**config.mk**
```make
export PLATFORM = sky130hd
export DESIGN_NAME = updown_gray_counter
export DESIGN_NICKNAME = d
export VERILOG_FILES = /design/src/rtl/updown_gray_counter.sv
export SDC_FILE = /design/constraint.sdc
export NUM_CORES = 1
export LEC_CHECK = 0
export CAP_MARGIN = 20
export CORE_AREA = 2 2 39 41
export DETAILED_ROUTE_END_ITERATION = 8
export DIE_AREA = 0 0 41 43
export GPL_TIMING_DRIVEN = 0
export PLACE_DENSITY = 0.61
export SYNTH_ARGS = -nofsm -noshare
export SYNTH_HDL_FRONTEND = slang
export SYNTH_SLANG_ARGS = --single-unit
```
**constraint.sdc**
```tcl
create_clock -name CLOCK -period 3.1 [get_ports CLOCK]
set_clock_uncertainty 0.15 [all_clocks]
set_input_delay 0.31 -clock CLOCK [delete_from_list [all_inputs] [get_ports CLOCK]]
set_output_delay 0.31 -clock CLOCK [all_outputs]
set_load 0.01 [all_outputs]
```
**src/rtl/updown_gray_counter.sv**
```systemverilog
// ---------------------------------------------------------------------------
// updown_gray_counter
//
// WIDTH-bit up/down counter with run-time selectable binary or Gray output,
// synchronous parallel load, a clock-enable prescaler and terminal-count
// flag. All state updates happen on the falling edge of CLOCK. Reset is
// asynchronous and active-low.
//
// Ports:
//   CLOCK   in   system clock (state changes on the falling edge)
//   nRESET  in   asynchronous active-low reset
//   EN      in   count enable; advances the prescaler
//   UP      in   direction: 1 up, 0 down
//   M       in   output encoding: 0 binary, 1 Gray
//   LOAD    in   synchronous parallel load, overrides EN
//   D       in   load value (binary index)
//   COUNT   out  current count in the selected encoding
//   NCOUNT  out  count after the next step in the selected encoding
//   STEP    out  registered pulse, high for the period after a counting step
//   TC      out  terminal count for the current direction
// ---------------------------------------------------------------------------
module updown_gray_counter #(
  parameter int WIDTH    = 3,
  parameter int PRESCALE = 1
) (
  input  logic             CLOCK,
  input  logic             nRESET,
  input  logic             EN,
  input  logic             UP,
  input  logic             M,
  input  logic             LOAD,
  input  logic [WIDTH-1:0] D,
  output logic [WIDTH-1:0] COUNT,
  output logic [WIDTH-1:0] NCOUNT,
  output logic             STEP,
  output logic             TC
);

  // Prescaler needs at least one bit even when PRESCALE is 1.
  localparam int PW = (PRESCALE > 1) ? $clog2(PRESCALE) : 1;
  localparam logic [PW-1:0] PRE_LAST = PW'(PRESCALE - 1);

  logic [WIDTH-1:0] idx;
  logic [PW-1:0]    pre;
  logic             step_q;

  logic [WIDTH-1:0] idx_adj;
  logic             step_fire;

  function automatic logic [WIDTH-1:0] enc(input logic [WIDTH-1:0] x,
                                           input logic             gray);
    enc = gray ? (x ^ (x >> 1)) : x;
  endfunction

  // Neighbouring index in the current direction; natural wrap mod 2**WIDTH.
  always_comb begin
    idx_adj = UP ? (idx + WIDTH'(1)) : (idx - WIDTH'(1));
  end

  assign step_fire = EN && (pre == PRE_LAST);

  always_ff @(negedge CLOCK or negedge nRESET) begin
    if (!nRESET) begin
      idx    <= '0;
      pre    <= '0;
      step_q <= 1'b0;
    end else if (LOAD) begin
      idx    <= D;
      pre    <= '0;
      step_q <= 1'b0;
    end else if (step_fire) begin
      idx    <= idx_adj;
      pre    <= '0;
      step_q <= 1'b1;
    end else if (EN) begin
      pre    <= pre + PW'(1);
      step_q <= 1'b0;
    end else begin
      step_q <= 1'b0;
    end
  end

  // Encoding is applied only on the output side, so toggling M never
  // disturbs the index.
  assign COUNT  = enc(idx, M);
  assign NCOUNT = enc(idx_adj, M);
  assign STEP   = step_q;
  assign TC     = UP ? (&idx) : ~(|idx);

endmodule

```
==> impl_metrics.json <==
{
  "n_antenna_cell": 0,
  "hold_class": "reg2reg",
  "setup_viol": 7,
  "synth_cell_types": 18,
  "wl_per_cell_um": 9.64,
  "grt_max_degree": 10,
  "num-nets-final": 82,
  "die_h_um": 43,
  "p_sw_mw": 0.0995,
  "regArea_um2": 125,
  "worstSetupPathType": "reg2out",
  "cp_data_required_time_ns": 2.64,
  "cp-start-kind": "flop",
  "crit_fanout": 2,
  "antenna_found_initial": 0,
  "place_congestion": 0.732,
  "vias_per_cell": 4.27,
  "maxCapViolCount": 0,
  "slew-limit-headroom": 0.848,
  "grt_pass1_vias": 336,
  "synth_fp_nets": 54,
  "ir_drop_uv": 229,
  "cts.sinks": 5,
  "outcome": "finished with violations",
  "cts_buffers": 3,
  "worst_setup_path_end_kind": "output pin",
  "hpwl_um": 555,
  "gr-total-overflow": 0,
  "fin_util": 0.466,
  "finalWorstSetupSlack_ns": -0.470,
  "die_area_mm2": 0.00176,
  "synthCells": 41,
  "rsz0062_at_grt": "true",
  "power_frac_seq": 0.249,
  "htreeDepth": 1,
  "grt_pass1_wl_um": 1330,
  "final-max-slew-violation-count": 0,
  "multiInputGateArea_um2": 245,
  "power_density_mw_per_mm2": 486,
  "synth_area_per_cell_um2": 9.31,
  "clock_path_buffers": 2,
  "arrival_ns": 3.11,
  "cts_tree": "built",
  "first_iter_violations": 2,
  "synth_seq_area_share": 0.328,
  "violations": "negative setup slack",
  "hold_violations": 0,
  "portBuffers": 15,
  "worst_pin_slew_ns": 0.228,
  "clockPowerShare": 0.245,
  "initial_core_util": 0.276,
  "drcViolationCount": 0,
  "syn_to_final_growth_pct": 68.9,
  "ys_warn_count": 0,
  "clock-root-buffer": "clkbuf_4",
  "row_count": 14,
  "wl_um": 810,
  "nFillCells": 145,
  "path_clk_slew_ns": 0.04,
  "clk-insertion-delay-late_ns": 0.25,
  "grt_util_all_layers": 0.111,
  "ant_nets": 0,
  "syn_area_um2": 382,
  "fp.coreArea_mm2": 0.00138,
  "swShare": 0.318,
  "layout-drive-gt1-share": 0.382,
  "p_leak_nw": 0.334,
  "ys_ff_latch": 5,
  "num_vias": 359,
  "p_comb_frac": 0.506,
  "die_x_um": 41,
  "dr.pass1.iters": 2,
  "io_pins": 17,
  "cts_hold_buf": 0,
  "dp_slack_ns": -0.729,
  "p_int_mw": 0.214
}
## logic make-up (layout without fill, tap and decap cells)
logic type	Yosys count	in the layout	synth area share
AND/OR/NAND/NOR	16	16	0.200
XOR/XNOR	5	5	0.154
flip-flops	5	5	0.328
buffers and inverters	5	32	0.0623
adder cells (fa/ha/maj)	4	4	0.151
AO/OA/AOI/OAI	4	4	0.0525
multiplexers	2	2	0.0525
## through the flow
step | setup TNS (ns) | hold slack, ns | cell area, µm² | power (mW) | instances
floorplan | -0.196 | 0.321 | 392 | 0.159 | 41
global placement | -3.77 | 0.339 | 562 | 0.225 | 72
detailed placement | -3.79 | 0.354 | 562 | 0.226 | 72
CTS | -2.07 | 0.357 | 627 | 0.310 | 82
global route | -2.49 | 0.390 | 644 | 0.337 | 84
finish | -2.06 | 0.351 | 644 | 0.313 | 84
## sequential cells by signal, indices dropped and copies added (netlist names)
signal,flops
STEP,1
idx,3
pre,1
## cells in the mapped netlist
| master | count | area, µm² |
|---|---|---|
| nand2b_1 | 1 | 6.26 |
| fa_1 | 1 | 20.0 |
| ha_1 | 3 | 37.5 |
| inv_1 | 3 | 11.3 |
| clkbuf_2 | 1 | 5.00 |
| buf_4 | 1 | 7.51 |
| nand3_1 | 2 | 10.0 |
| and2b_1 | 1 | 7.51 |
| mux2i_1 | 2 | 20.0 |
| xnor2_1 | 3 | 26.3 |
| xnor3_2 | 1 | 23.8 |
| nor3b_1 | 1 | 7.51 |
| xor2_1 | 1 | 8.76 |
| nor2_1 | 2 | 7.51 |
| o21ai_0 | 4 | 20.0 |
| nand2_1 | 8 | 30.0 |
| or4_1 | 1 | 7.51 |
| dfrtn_1 | 5 | 125 |
## final timing paths
path / cells after the start / from / slack, ns / to
max: 5 / idx[1] / -0.47 / NCOUNT[1]
min: 1 / pre / 0.35 / pre
max reg2reg: 5 / idx[1] / 1.35 / idx[2]
min reg2reg: 1 / pre / 0.35 / pre
max in group asynchronous: 1 / nRESET / 1.03 / STEP
min in group asynchronous: 1 / nRESET / 1.56 / idx[0]
## worst max-delay path: stages (launching register included)
cell and delay (ns):
dfrtn_1 0.37, fa_2 0.37, xnor3_2 0.24, nand2_2 0.09
xnor2_2 0.10, buf_2 0.14
## placed cells by master (no fill, tap or decap)
master | Yosys | layout
nand2_1 | 8 | 7
buf_6 | 0 | 7
clkdlybuf4s50_1 | 0 | 6
dfrtn_1 | 5 | 5
buf_2 | 0 | 5
o21ai_0 | 4 | 4
buf_4 | 1 | 4
ha_1 | 3 | 3
clkbuf_4 | 0 | 3
inv_2 | 0 | 2
mux2i_1 | 2 | 2
nand3_1 | 2 | 2
nor2_1 | 2 | 2
xnor2_1 | 3 | 2
dlygate4sd2_1 | 0 | 2
inv_1 | 3 | 1
xnor3_2 | 1 | 1
nand2_2 | 0 | 1
xnor2_2 | 0 | 1
clkbuf_2 | 1 | 1
nand2b_1 | 1 | 1
xor2_1 | 1 | 1
and2b_1 | 1 | 1
or4_1 | 1 | 1
nor3b_1 | 1 | 1
fa_2 | 0 | 1
clkbuf_1 | 0 | 1
## layer usage
metal	vias up	track usage	wire [µm]
met1	160	0.123	348
met5	-	0	0
met4	0	0.0600	0
met2	14	0.181	392
li1	185	-	-
met3	0	0.0314	68
## what timing repair did
item | 4_1_cts | 5_1_grt
pin swaps | 2 | 2
setup buffers | 6 | 2
endpoints found under the setup margin | 10 | 9
gates resized for setup | 33 | 9
## power by group through the flow
| stage | sequential [mW] | clock, mW | combinational [mW] |
|---|---|---|---|
| floorplan | 0.0816 | 0 | 0.0771 |
| global placement | 0.0836 | 0 | 0.142 |
| detailed placement | 0.0838 | 0 | 0.142 |
| CTS | 0.0780 | 0.0799 | 0.152 |
| global route | 0.0791 | 0.0839 | 0.174 |
| finish | 0.0779 | 0.0768 | 0.158 |
## final cells by class
cell class                      count  share of cell area
Buffer                              2              0.0252
Clock buffer                        4              0.0408
Inverter                            3              0.0175
Multi-Input combinational cell     31               0.381
Sequential cell                     5               0.194
Tap cell                           16              0.0311
Timing Repair Buffer               23               0.311
Power figures use the tool's default switching activity.
